$ cat src/rtl/dmem_pkg.sv
// Shared types and constants for the data-memory access controller.
package dmem_pkg;

    localparam int DATA_W          = 32;
    localparam int MAX_ADDR_W      = 32;
    localparam int DEF_TIMEOUT_CYC = 255;

    typedef enum logic [1:0] {
        IDLE,
        ACCESS,
        RESP
    } state_t;

    // One latched memory transaction.
    typedef struct packed {
        logic                  we;
        logic [MAX_ADDR_W-1:0] addr;
        logic [DATA_W-1:0]     wdata;
    } dmem_req_t;

    // Bits needed to hold the values 0..max_val.
    function automatic int cnt_width(input int max_val);
        return $clog2(max_val + 1);
    endfunction

endpackage

$ cat src/rtl/dmem_timeout_ctr.sv
// Saturating up-counter that flags when an access has waited TIMEOUT_CYC cycles.
module dmem_timeout_ctr
    import dmem_pkg::*;
#(
    parameter  int TIMEOUT_CYC = DEF_TIMEOUT_CYC,
    localparam int CNT_W       = cnt_width(TIMEOUT_CYC)
) (
    input  logic             clk_i,
    input  logic             rst_i,
    input  logic             clr_i,
    input  logic             en_i,
    input  logic             load_i,
    input  logic [CNT_W-1:0] load_val_i,
    output logic             expired_o
);

    localparam logic [CNT_W-1:0] LAST = CNT_W'(TIMEOUT_CYC - 1);

    logic [CNT_W-1:0] cnt_q;

    // Count waiting cycles; parks at LAST so it can never wrap.
    // NOTE: sequential state uses <= so every flop samples pre-edge values.
    always_ff @(posedge clk_i) begin
        if (!rst_i) begin
            cnt_q <= '0;
        end else if (clr_i) begin
            cnt_q <= '0;
        end else if (load_i) begin
            cnt_q <= load_val_i;
        end else if (en_i && (cnt_q != LAST)) begin
            cnt_q <= cnt_q + 1'b1;
        end
    end

    assign expired_o = (cnt_q == LAST);

endmodule

$ cat src/rtl/dmem_access_ctrl.sv
// Sequences the EX/MEM load/store onto a multi-cycle req/ack data memory and
// stalls the pipeline until the access completes.
// Optional: define DMEM_WRITE_BUFFER_EN for a single-entry posted write buffer.
module dmem_access_ctrl
    import dmem_pkg::*;
#(
    parameter int ADDR_W      = 32,
    parameter int TIMEOUT_CYC = DEF_TIMEOUT_CYC
) (
    input  logic              clk_i,
    input  logic              rst_i,
    input  logic              mem_read_i,
    input  logic              mem_write_i,
    input  logic [ADDR_W-1:0] addr_i,
    input  logic [DATA_W-1:0] wdata_i,
    output logic              stall_o,
    output logic [DATA_W-1:0] rdata_o,
    output logic              rdata_valid_o,
    output logic              err_o,
    output logic              dmem_req_o,
    output logic              dmem_we_o,
    output logic [ADDR_W-1:0] dmem_addr_o,
    output logic [DATA_W-1:0] dmem_wdata_o,
    input  logic              dmem_ack_i,
    input  logic [DATA_W-1:0] dmem_rdata_i
);

    state_t    state_q, state_d;
    dmem_req_t req_q;
    logic      any_op;
    logic      posted;     // current IDLE store goes to the write buffer
    logic      buf_busy;   // ACCESS is a background drain, not a stalled access
    logic      start;
    logic      finish;
    logic      abort;
    logic      expired;

    assign any_op = mem_read_i | mem_write_i;

`ifdef DMEM_WRITE_BUFFER_EN
    logic buf_busy_q;

    // Buffer is occupied from a posted store until its drain acks or times out.
    always_ff @(posedge clk_i) begin
        if (!rst_i) begin
            buf_busy_q <= 1'b0;
        end else if (start && mem_write_i) begin
            buf_busy_q <= 1'b1;
        end else if (finish || abort) begin
            buf_busy_q <= 1'b0;
        end
    end

    // The buffer only ever fills from IDLE, so it is always empty there.
    assign posted   = mem_write_i;
    assign buf_busy = buf_busy_q;
`else
    assign posted   = 1'b0;
    assign buf_busy = 1'b0;
`endif

    dmem_timeout_ctr #(
        .TIMEOUT_CYC (TIMEOUT_CYC)
    ) u_timeout_ctr (
        .clk_i      (clk_i),
        .rst_i      (rst_i),
        .clr_i      (start),
        .en_i       ((state_q == ACCESS) && !dmem_ack_i),
        .load_i     (1'b0),
        .load_val_i ('0),
        .expired_o  (expired)
    );

    // State register.
    always_ff @(posedge clk_i) begin
        if (!rst_i) begin
            state_q <= IDLE;
        end else begin
            state_q <= state_d;
        end
    end

    // Next-state logic; drains skip RESP because nothing in the pipeline waits.
    // NOTE: default assignment first so no path leaves state_d unassigned (no latch).
    always_comb begin
        state_d = state_q;
        case (state_q)
            IDLE:    if (any_op) state_d = ACCESS;
            ACCESS:  if (dmem_ack_i || expired) state_d = buf_busy ? IDLE : RESP;
            RESP:    state_d = IDLE;
            default: state_d = IDLE;
        endcase
    end

    // Output/strobe logic: stall and the datapath control events.
    always_comb begin
        stall_o = 1'b0;
        start   = 1'b0;
        finish  = 1'b0;
        abort   = 1'b0;
        case (state_q)
            IDLE: begin
                start   = any_op;
                stall_o = any_op && !posted;
            end
            ACCESS: begin
                stall_o = buf_busy ? any_op : 1'b1;
                finish  = dmem_ack_i;
                abort   = !dmem_ack_i && expired;
            end
            default: ;
        endcase
        if (!rst_i) stall_o = 1'b0;
    end

    // Registered memory interface and response outputs.
    always_ff @(posedge clk_i) begin
        if (!rst_i) begin
            req_q         <= '0;
            dmem_req_o    <= 1'b0;
            rdata_o       <= '0;
            rdata_valid_o <= 1'b0;
            err_o         <= 1'b0;
        end else begin
            rdata_valid_o <= 1'b0;
            err_o         <= 1'b0;
            if (start) begin
                // A simultaneous read and write resolves to the write.
                req_q      <= '{we: mem_write_i, addr: MAX_ADDR_W'(addr_i), wdata: wdata_i};
                dmem_req_o <= 1'b1;
            end
            if (finish) begin
                dmem_req_o <= 1'b0;
                if (!req_q.we) begin
                    rdata_o       <= dmem_rdata_i;
                    rdata_valid_o <= 1'b1;
                end
            end
            if (abort) begin
                dmem_req_o <= 1'b0;
                rdata_o    <= '0;
                err_o      <= 1'b1;
            end
        end
    end

    assign dmem_we_o    = req_q.we;
    assign dmem_addr_o  = req_q.addr[ADDR_W-1:0];
    assign dmem_wdata_o = req_q.wdata;

endmodule

$ cat config.mk
export PLATFORM = sky130hd
export DESIGN_NAME = dmem_access_ctrl
export DESIGN_NICKNAME = d
export VERILOG_FILES = /design/src/rtl/dmem_pkg.sv /design/src/rtl/dmem_timeout_ctr.sv /design/src/rtl/dmem_access_ctrl.sv
export SDC_FILE = /design/constraint.sdc
export NUM_CORES = 1
export LEC_CHECK = 0
export ABC_AREA = 1
export CORE_MARGIN = 2
export CORE_UTILIZATION = 36
export DETAILED_ROUTE_END_ITERATION = 8
export GPL_TIMING_DRIVEN = 0
export PLACE_DENSITY = 0.76
export SETUP_SLACK_MARGIN = 0.2
export SYNTH_ARGS = -nofsm -noshare
export SYNTH_HDL_FRONTEND = slang
export SYNTH_SLANG_ARGS = --single-unit
$ cat constraint.sdc
create_clock -name clk_i -period 1.2 [get_ports clk_i]
set_input_delay 0.3 -clock clk_i [delete_from_list [all_inputs] [get_ports clk_i]]
set_output_delay 0.3 -clock clk_i [all_outputs]
set_load 0.05 [all_outputs]
After elaboration in Yosys (flattened, before gate mapping)
Index checks and enable logic that the tools add are counted.
- bits of input ports: 101
- bits in registers: 110
- output and inout bits: 101
- word-level logic and storage cells: 40
- bitwise operators: 3
- eq/ne operators: 5
- add/subtract/negate cells: 1
- muxes and demuxes: 10
- reductions and logical operators: 12
- operators with widths (operator ; count):
    $add 8x1->8 const B ; 1
    $eq 8x8->1 const B ; 1
    $ne 8x8->1 const B ; 1
    $mux 1 ; 6
    $reduce_and 2->1 ; 3
    $mux 2 ; 2
    $pmux 2 s2 ; 1
    $reduce_or 2->1 ; 2
    $logic_and 1x1->1 ; 3
    $reduce_or 3->1 ; 1
    $eq 2x1->1 const B ; 1
    $logic_not 2->1 ; 1
    $ne 2x1->1 const B ; 1
    $ne 2x2->1 const B ; 1
    $not 1->1 ; 2
    $pmux 1 s2 ; 1
    $logic_not 1->1 ; 1
    $logic_or 1x1->1 ; 1
    $or 1x1->1 ; 1

Longest topological paths before layout
Gate-level depths: netlist of run 1.
- word-level depth: 4
- mapped depth: 10
- depth with buffers taken out: 9

Cells and area by module
A second synthesis of run 1 with hierarchy kept.
- cell total of the unflattened synthesis: 542
- area, all modules: 4194.0 µm²
- by module, submodules not included (module ; area an instance (µm²) ; sequential area each (µm²) ; instances ; cells an instance):
    dmem_access_ctrl ; 3637.2 ; 2042.0 ; 1 ; 455
    dmem_timeout_ctr ; 556.8 ; 160.2 ; 1 ; 87

Worst setup path after synthesis of run 1
OpenSTA, ideal clock, no wires.
- path type: reg-to-output
- start: register state_q[0]
- end: output stall_o
- arrival: 1.462 ns
- setup slack: -0.562 ns
- cell stages (with the launch flop): 5
- data required time: 0.900 ns
- buffers on the path: 1
- cells stage by stage: dfxtp_1 > nor2_2 > o21ai_2 > clkbuf_1 > a21oi_1
- longest elaborated chain between the ends: 3
- elaborated cells between the ends (all ways): 4
- classes of those cells: eq/ne: 1; mux: 2; reduce/logical: 1
- ends and longest elaborated chain (item ; RTL line ; source):
    from (decl) ; dmem_access_ctrl.sv:28 ; state_t state_q, state_d;
    from (signal assigned) ; dmem_access_ctrl.sv:79 ; state_q <= state_d;
    $eq 2x1->1 / $logic_not 2->1 (equally long branches) ; dmem_access_ctrl.sv:101 ; case (state_q)
    $pmux 1 s2 * ; dmem_access_ctrl.sv:101 ;
    $mux 1 * ; dmem_access_ctrl.sv:113 ; if (!rst_i) stall_o = 1'b0;
    to (decl) ; dmem_access_ctrl.sv:16 ; output logic stall_o,
Every way passes the cells marked *; elsewhere a longest branch is shown, timed or not.

Final worst setup path of run 1
Ends and elaborated chain as after synthesis.

==> metrics.json, run 1 <==
{
  "place": {
    "globalplace.congestion": 0.8386,
    "number_of_port_buffers": 201,
    "numPlacedInstances": 862,
    "place_worst_setup_slack_ps": -1194,
    "place.detailed.hpwl_mm": 9.735
  },
  "pwr": {
    "pwrdens_nw_per_um2": 1421,
    "max-vdd-ir-drop_v": 0.0008068,
    "leakagePower_nw": 3.231
  },
  "synth": {
    "ys_types": 24,
    "synth-warning-count": 0,
    "synth_top_cells_by_count": "nor2_1 (140), dfxtp_1 (110), o21ai_0 (58)",
    "synth-seq-area-share_pct": 53.69,
    "synth-async-reset-ratio_pct": 0,
    "syn_area_sq_um": 4101,
    "synth_largest_type_area_fraction_pct": 53.69,
    "synth_top_area_cell": "dfxtp_1",
    "synth_cells": 521,
    "leading_post_synthesis_cells_by_cell_area": "dfxtp_1 (54%), nor2_1 (13%), o21ai_0 (7.1%)",
    "syn_avg_cell_area_sq_um": 7.872,
    "synth_enable_flop_cells": 0,
    "synth.net_count": 624,
    "yosys_most_used_dff": "dfxtp_1",
    "ys_ff_latch": 110,
    "post-synth-top-count-cell": "nor2_1"
  },
  "floorplan": {
    "boundary_pins": 202,
    "chipHeight_um": 110.7,
    "std_cell_rows": 38,
    "die_width_um": 110.7,
    "coreArea_sq_um": 10980,
    "initial_utilization_pct": 37.34,
    "floorplan.die_area_sq_um": 12260
  },
  "finish": {
    "fraction_of_final_layout_cells_with_drive_strength_greater_than_1_pct": 48.49,
    "final_cell_count_no_fill": 901,
    "antenna_cells": 0,
    "final_net_count": 860,
    "area_growth_syn_to_layout_pct": 95.42,
    "finalCoreUtilization_pct": 72.98
  },
  "clock_network": {
    "clk-insertion-delay-late_ps": 340,
    "numCtsBuffers": 9,
    "cts-root-to-sink-buffers": 2,
    "hold_buffers_post_cts": 0,
    "clock_sinks": 110,
    "cts.htree.levels": 3,
    "clk_pin_slew_ps": 70,
    "tritoncts": "yes",
    "cts_root_buffer": "clkbuf_16"
  },
  "detailed_routing": {
    "drtIter0Drc": 367,
    "route.detailed.drc": 0,
    "detailroute.via_count": 4473,
    "routed_wl_mm": 14.67,
    "detail_route.wl_per_cell_um": 16.29,
    "via_per_inst": 4.964,
    "drtPass1Iterations": 4,
    "route.antenna.remaining_nets": 0
  },
  "worst_setup_path": {
    "setup.worst_path.end_class": "output port",
    "critical_setup_path_kind": "flop to output port",
    "required_ps": 900,
    "worstSetupStartpointType": "flop",
    "cp.arrival_ps": 1310,
    "crit_path_max_fanout": 2
  },
  "sta": {
    "timing.final.crit_period_ps": 1608,
    "actual_transition_at_the_worst_max_transition_pin_ps": 516.8,
    "timing.final.max_slew_violations": 0,
    "unrepaired_setup_endpoints_after_global_routing": "true",
    "headroom_to_the_max_slew_limit_pct": 65.55,
    "clock.fmax_mhz": 622.0,
    "finClkSkew_ps": 5.458,
    "timing.final.ws_setup_ps": -407.7,
    "hold_slack_ps": 416.1,
    "min_period_over_period_pct": 134.0,
    "setup_viol": 96,
    "timing.final.hold_violations": 0
  },
  "hold_path": {
    "worst_hold_path_class": "input port to flop"
  },
  "status": {
    "status": "complete, but fails checks",
    "failed_checks": "setup timing"
  },
  "global_route": {
    "grt_max_degree": 18,
    "vias_in_the_first_global_route": 4551,
    "grt_antenna_before_repair": 0,
    "grt_overflow": 0,
    "grt_use_total_pct": 22.50,
    "grt_pass1_wl_mm": 22.36
  },
  "flow_run": {
    "max_cap_viol_count": 0
  }
}
-- metal layers --
metal  global-route usage [%]  vias up  routed length, um
met1                    24.73     2094               5701
li1                         -     2162                  -
met5                        0        -                  0
met3                    4.866       38                770
met2                    41.23      179               7694
met4                    10.33        0                506
-- final cells by class --
class	count	area [sq um]
Fill cell	741	2968
Clock buffer	12	256.5
Buffer	35	357.8
Tap cell	140	175.2
Sequential cell	110	2336
Multi-Input combinational cell	360	1981
Inverter	16	71.32
Timing Repair Buffer	225	2794
Clock inverter	3	43.79
-- report_power, final --
part	switching, W	internal (W)
combinational	0.00217	0.00183
sequential	0.000298	0.00405
clock	0.00132	0.00173
-- metrics by stage --
step | total power (W) | area, sq um | TNS (ps)
after CTS | 0.01122 | 7767 | -11400
after global routing | 0.01180 | 8015 | -20560
after global placement | 0.007314 | 6528 | -74630
after detailed placement | 0.007372 | 6528 | -77800
final | 0.01139 | 8015 | -14280
after floorplan | 0.006168 | 4340 | -101.7
-- worst paths after layout --
check                            startpoint     endpoint  slack, ps  depth (start not counted)
worst min-delay path            mem_write_i    dmem_we_o        420                          3
worst max register to register   state_q[0]   rdata_o[8]       -220                          7
worst max-delay path             state_q[0]      stall_o       -410                          5
worst min register to register  rdata_o[23]  rdata_o[23]        480                          2
-- kinds of logic (layout without fill, tap and decap cells) --
family          after synthesis  in the layout  share of synthesized area (%)
buf+inv                      51            291                          6.894
compound gates              106            106                          13.03
fa+ha+maj                     2              2                         0.6100
simple gates                251            251                          25.56
xor+xnor                      1              1                         0.2136
flops                       110            110                          53.69
-- registers in the layout, summed over array words and instances (netlist names) --
register / count
dmem_addr_o: 32
dmem_req_o: 1
dmem_wdata_o: 32
dmem_we_o: 1
err_o: 1
rdata_o: 32
rdata_valid_o: 1
state_q: 2
u_timeout_ctr.cnt_q: 8
-- critical path: stages, from the launching register on --
cell and delay (ps):
dfxtp_2 330, nor2_4 130, o21ai_4 80, clkbuf_8 140, a21oi_4 120, buf_8 160
-- cell usage in the layout (no fill, tap or decap), types with 6 or more instances in the layout --
cell type / n
nor2_1: 138
buf_8: 110
dfxtp_2: 104
clkdlybuf4s50_1: 97
nand2_1: 51
nand3_1: 34
a21oi_2: 32
o21ai_2: 30
buf_4: 20
o21ai_0: 19
o21ai_1: 15
buf_6: 11
inv_1: 10
clkbuf_16: 9
nand3_2: 7
a21oi_1: 6
-- what timing repair did --
action	4_1_cts	5_1_grt
gates resized for setup	975	67
pin swaps	3	5
hold endpoints to repair	0	0
setup endpoints to repair	210	211
gates cloned	6	0
buffers inserted	10	8
No activity file was read; power rests on OpenSTA's default activity.
==> inputs of run 2 (changes only) <==
CORE_UTILIZATION = 43   (was 36)
PLACE_DENSITY = 0.85   (was 0.76)
clock period = 2 ns   (was 1.2 ns; I/O delays follow)
==> metrics.json, run 2 (same netlist as run 1, synthesis figures left out) <==
{
  "status": {
    "status": {"value": "complete, no violations", "change": "was complete, but fails checks"}
  },
  "worst_setup_path": {
    "required": {"value": 1500, "unit": "ps", "change": "was 900 ps"},
    "crit_family": {"value": "flip-flops", "change": "unchanged"},
    "crit_path_max_fanout": {"value": 3, "change": "was 2"},
    "timing.rr.end": {"value": "dmem_wdata_o[13]", "change": "was rdata_o[8]"},
    "critPathBufInv": {"value": 2, "change": "unchanged"},
    "crit_path_top_delay_cell": {"value": "dfxtp_2", "change": "unchanged"},
    "critical_setup_path_kind": {"value": "flop to output port", "change": "unchanged"},
    "worst-r2r-setup-slack": {"value": 450, "unit": "ps", "change": "was -220 ps"},
    "cp_cell_sequence": {"value": "nor2_4 > o21ai_2 > buf_8 > a21oi_4 > buf_6", "change": "was nor2_4 > o21ai_4 > clkbuf_8 > a21oi_4 > buf_8"},
    "r2r_start": {"value": "state_q[1]", "change": "was state_q[0]"},
    "worstSetupPathDepth": {"value": 5, "change": "unchanged"},
    "worstSetupStartpointType": {"value": "flop", "change": "unchanged"},
    "cp.arrival": {"value": 1310, "unit": "ps", "change": "about the same"},
    "worstSetupEndpoint": {"value": "stall_o", "change": "unchanged"},
    "timing.critical_path.from": {"value": "state_q[1]", "change": "was state_q[0]"},
    "r2r.worst_path.cells": {"value": 8, "change": "was 7"},
    "crit_path_max_incr_delay": {"value": 350, "unit": "ps", "change": "was 330 ps"},
    "setup.worst_path.end_class": {"value": "output port", "change": "unchanged"}
  },
  "finish": {
    "area_growth_syn_to_layout": {"value": 56.65, "unit": "%", "change": "was 95.42%"},
    "final_cell_mix": {"value": "nor2_1 (140), dfxtp_1 (108), clkdlybuf4s50_1 (97)", "change": "was nor2_1 (138), buf_8 (110), dfxtp_2 (104)"},
    "finalCoreUtilization": {"value": 69.53, "unit": "%", "change": "was 72.98%"},
    "final_cell_count_no_fill": {"value": 870, "change": "was 901"},
    "final_design_area_no_fill": {"value": 6425, "unit": "sq um", "change": "was 8015 sq um"},
    "antenna_cells": {"value": 0, "change": "unchanged"},
    "fraction_of_final_layout_cells_with_drive_strength_greater_than_1": {"value": 9.177, "unit": "%", "change": "was 48.49%"},
    "final_net_count": {"value": 839, "change": "was 860"},
    "final_common_cell": {"value": "nor2_1", "change": "unchanged"}
  },
  "detailed_routing": {
    "drtIter0Drc": {"value": 164, "change": "was 367"},
    "drtPass1Iterations": {"value": 4, "change": "unchanged"},
    "route.detailed.drc": {"value": 0, "change": "unchanged"},
    "routed_wl": {"value": 12.11, "unit": "mm", "change": "was 14.67 mm"},
    "detail_route.wl_per_cell": {"value": 13.92, "unit": "um", "change": "was 16.29 um"},
    "via_per_inst": {"value": 4.776, "change": "was 4.964"},
    "detailroute.via_count": {"value": 4155, "change": "was 4473"},
    "route.antenna.remaining_nets": {"value": 0, "change": "unchanged"}
  },
  "pwr": {
    "p_sw_share": {"value": 37.29, "unit": "%", "change": "was 33.19%"},
    "comb_power_share": {"value": 31.8, "unit": "%", "change": "was 35.1%"},
    "pwr-share-clk": {"value": 22.9, "unit": "%", "change": "was 26.7%"},
    "reg_power_share": {"value": 45.4, "unit": "%", "change": "was 38.2%"},
    "internal_power": {"value": 0.003441, "unit": "W", "change": "was 0.007607 W"},
    "max-vdd-ir-drop": {"value": 0.0005145, "unit": "V", "change": "was 0.0008068 V"},
    "pwrdens": {"value": 854.1, "unit": "nW/um^2", "change": "was 1421 nW/um^2"},
    "switching_power": {"value": 0.002047, "unit": "W", "change": "was 0.003779 W"},
    "report.power.total": {"value": 0.005487, "unit": "W", "change": "was 0.01139 W"},
    "leakagePower": {"value": 2.745, "unit": "nW", "change": "was 3.231 nW"}
  },
  "clock_network": {
    "cts-root-to-sink-buffers": {"value": 2, "change": "unchanged"},
    "clock_sinks": {"value": 110, "change": "unchanged"},
    "clk-insertion-delay-late": {"value": 370, "unit": "ps", "change": "was 340 ps"},
    "tritoncts": {"value": "yes", "change": "unchanged"},
    "cts.htree.levels": {"value": 3, "change": "unchanged"},
    "numCtsBuffers": {"value": 9, "change": "unchanged"},
    "cts_root_buffer": {"value": "clkbuf_8", "change": "was clkbuf_16"},
    "clk_pin_slew": {"value": 100, "unit": "ps", "change": "was 70 ps"}
  },
  "sta": {
    "timing.final.max_slew_violations": {"value": 0, "change": "unchanged"},
    "finClkSkew": {"value": 9.378, "unit": "ps", "change": "was 5.458 ps"},
    "headroom_to_the_max_slew_limit": {"value": 64.39, "unit": "%", "change": "was 65.55%"},
    "clock.fmax_mhz": 551.6,
    "timing.final.crit_period_ps": 1813,
    "setup_viol": {"value": 0, "change": "was 96"},
    "actual_transition_at_the_worst_max_transition_pin": {"value": 536.3, "unit": "ps", "change": "was 516.8 ps"},
    "timing.final.ws_setup": {"value": 187.2, "unit": "ps", "change": "was -407.7 ps"},
    "unrepaired_setup_endpoints_after_global_routing": {"value": "true", "change": "unchanged"},
    "min_period_over_period_pct": 90.64,
    "timing.final.hold_violations": {"value": 0, "change": "unchanged"}
  },
  "floorplan": {
    "floorplan.die_area": {"value": 10340, "unit": "sq um", "change": "was 12260 sq um"},
    "boundary_pins": {"value": 202, "change": "unchanged"},
    "std_cell_rows": {"value": 35, "change": "was 38"},
    "coreArea": {"value": 9240, "unit": "sq um", "change": "was 10980 sq um"},
    "die_width": {"value": 101.7, "unit": "um", "change": "was 110.7 um"},
    "chipHeight": {"value": 101.7, "unit": "um", "change": "was 110.7 um"},
    "initial_utilization": {"value": 44.39, "unit": "%", "change": "was 37.34%"}
  },
  "global_route": {
    "vias_in_the_first_global_route": {"value": 3940, "change": "was 4551"},
    "grt_overflow": {"value": 0, "change": "unchanged"},
    "grt_max_degree": {"value": 20, "change": "was 18"},
    "grt_antenna_before_repair": {"value": 0, "change": "unchanged"},
    "grt_use_total": {"value": 22.78, "unit": "%", "change": "was 22.50%"},
    "grt_pass1_wl": {"value": 18.42, "unit": "mm", "change": "was 22.36 mm"}
  },
  "flow_run": {
    "max_cap_viol_count": {"value": 0, "change": "unchanged"}
  },
  "place": {
    "numPlacedInstances": {"value": 851, "change": "was 862"},
    "placement.cell_area": {"value": 6279, "unit": "sq um", "change": "was 6528 sq um"},
    "place_worst_setup_slack": {"value": -876.7, "unit": "ps", "change": "was -1194 ps"},
    "place.detailed.hpwl": {"value": 9.318, "unit": "mm", "change": "was 9.735 mm"},
    "globalplace.congestion": {"value": 0.8846, "change": "was 0.8386"},
    "number_of_port_buffers": {"value": 201, "change": "unchanged"}
  },
  "hold_path": {
    "worst_hold_path_class": {"value": "flop to flop", "change": "was input port to flop"}
  }
}
run 2: per-layer routing:
| layer | up-vias | share of wire [%] | track usage (%) |
|---|---|---|---|
| li1 | 2121 | - | - |
| met4 | 0 | 2.5 | 9.044 |
| met5 | - | 0 | 0 |
| met3 | 24 | 12 | 8.765 |
| met2 | 191 | 48 | 39.98 |
| met1 | 1819 | 38 | 24.61 |
run 2: worst min-delay path: cells and delay by family, from the launching register on:
| kind | cells | cell delay, ps |
|---|---|---|
| DFF | 1 | 320 |
| and+or+nand+nor | 1 | 60 |
| AOI/OAI and AO/OA | 1 | 50 |
run 2: worst min path at each step:
| stage | startpoint | end | cells after the start |
|---|---|---|---|
| final | rdata_o[3] | rdata_o[3] | 2 |
| after global routing | rdata_o[16] | rdata_o[16] | 2 |
| after CTS | rdata_o[6] | rdata_o[6] | 2 |
| after detailed placement | rdata_o[6] | rdata_o[6] | 2 |
| after global placement | rdata_o[14] | rdata_o[14] | 2 |
| after floorplan | u_timeout_ctr.cnt_q[7] | u_timeout_ctr.cnt_q[7] | 2 |
run 2: area by class of cell:
cell class | count | area, sq um
fill | 737 | 2815
sequential | 110 | 2205
timing repair buffer | 204 | 1952
multi-input combinational | 360 | 1633
buffer | 35 | 234.0
tap | 129 | 161.4
clock buffer | 10 | 127.6
inverter | 16 | 60.06
clock inverter | 6 | 52.55
run 2: timing repair:
| item | CTS | global route |
|---|---|---|
| gates resized for setup | 113 | 68 |
| buffers inserted | 1 | 2 |
| hold buffers | 0 | 0 |
| gates cloned | 0 | 0 |
| setup endpoints to repair | 101 | 54 |
| pin swaps | 1 | 2 |
run 2: power groups by stage:
stage	combinational (W)	sequential [W]	clock [W]
detailed placement	0.00183	0.00254	0
global placement	0.00181	0.00253	0
floorplan	0.000461	0.00319	0
finish	0.00174	0.00249	0.00125
CTS	0.00172	0.00248	0.00128
global route	0.00186	0.00251	0.00138
run 2: through the flow:
step	hold WS, ps	setup TNS, ps
after detailed placement	450.7	-876.7
after global routing	481.8	0
after global placement	445.8	-887.2
final	460.0	0
after floorplan	476.3	0
after CTS	463.1	-49.67
==> inputs of run 3 (changes only) <==
GPL_ROUTABILITY_DRIVEN = 0   (was not set)
==> results of run 3 <==
The final DEF is identical to that of run 2; final timing and power are the same.
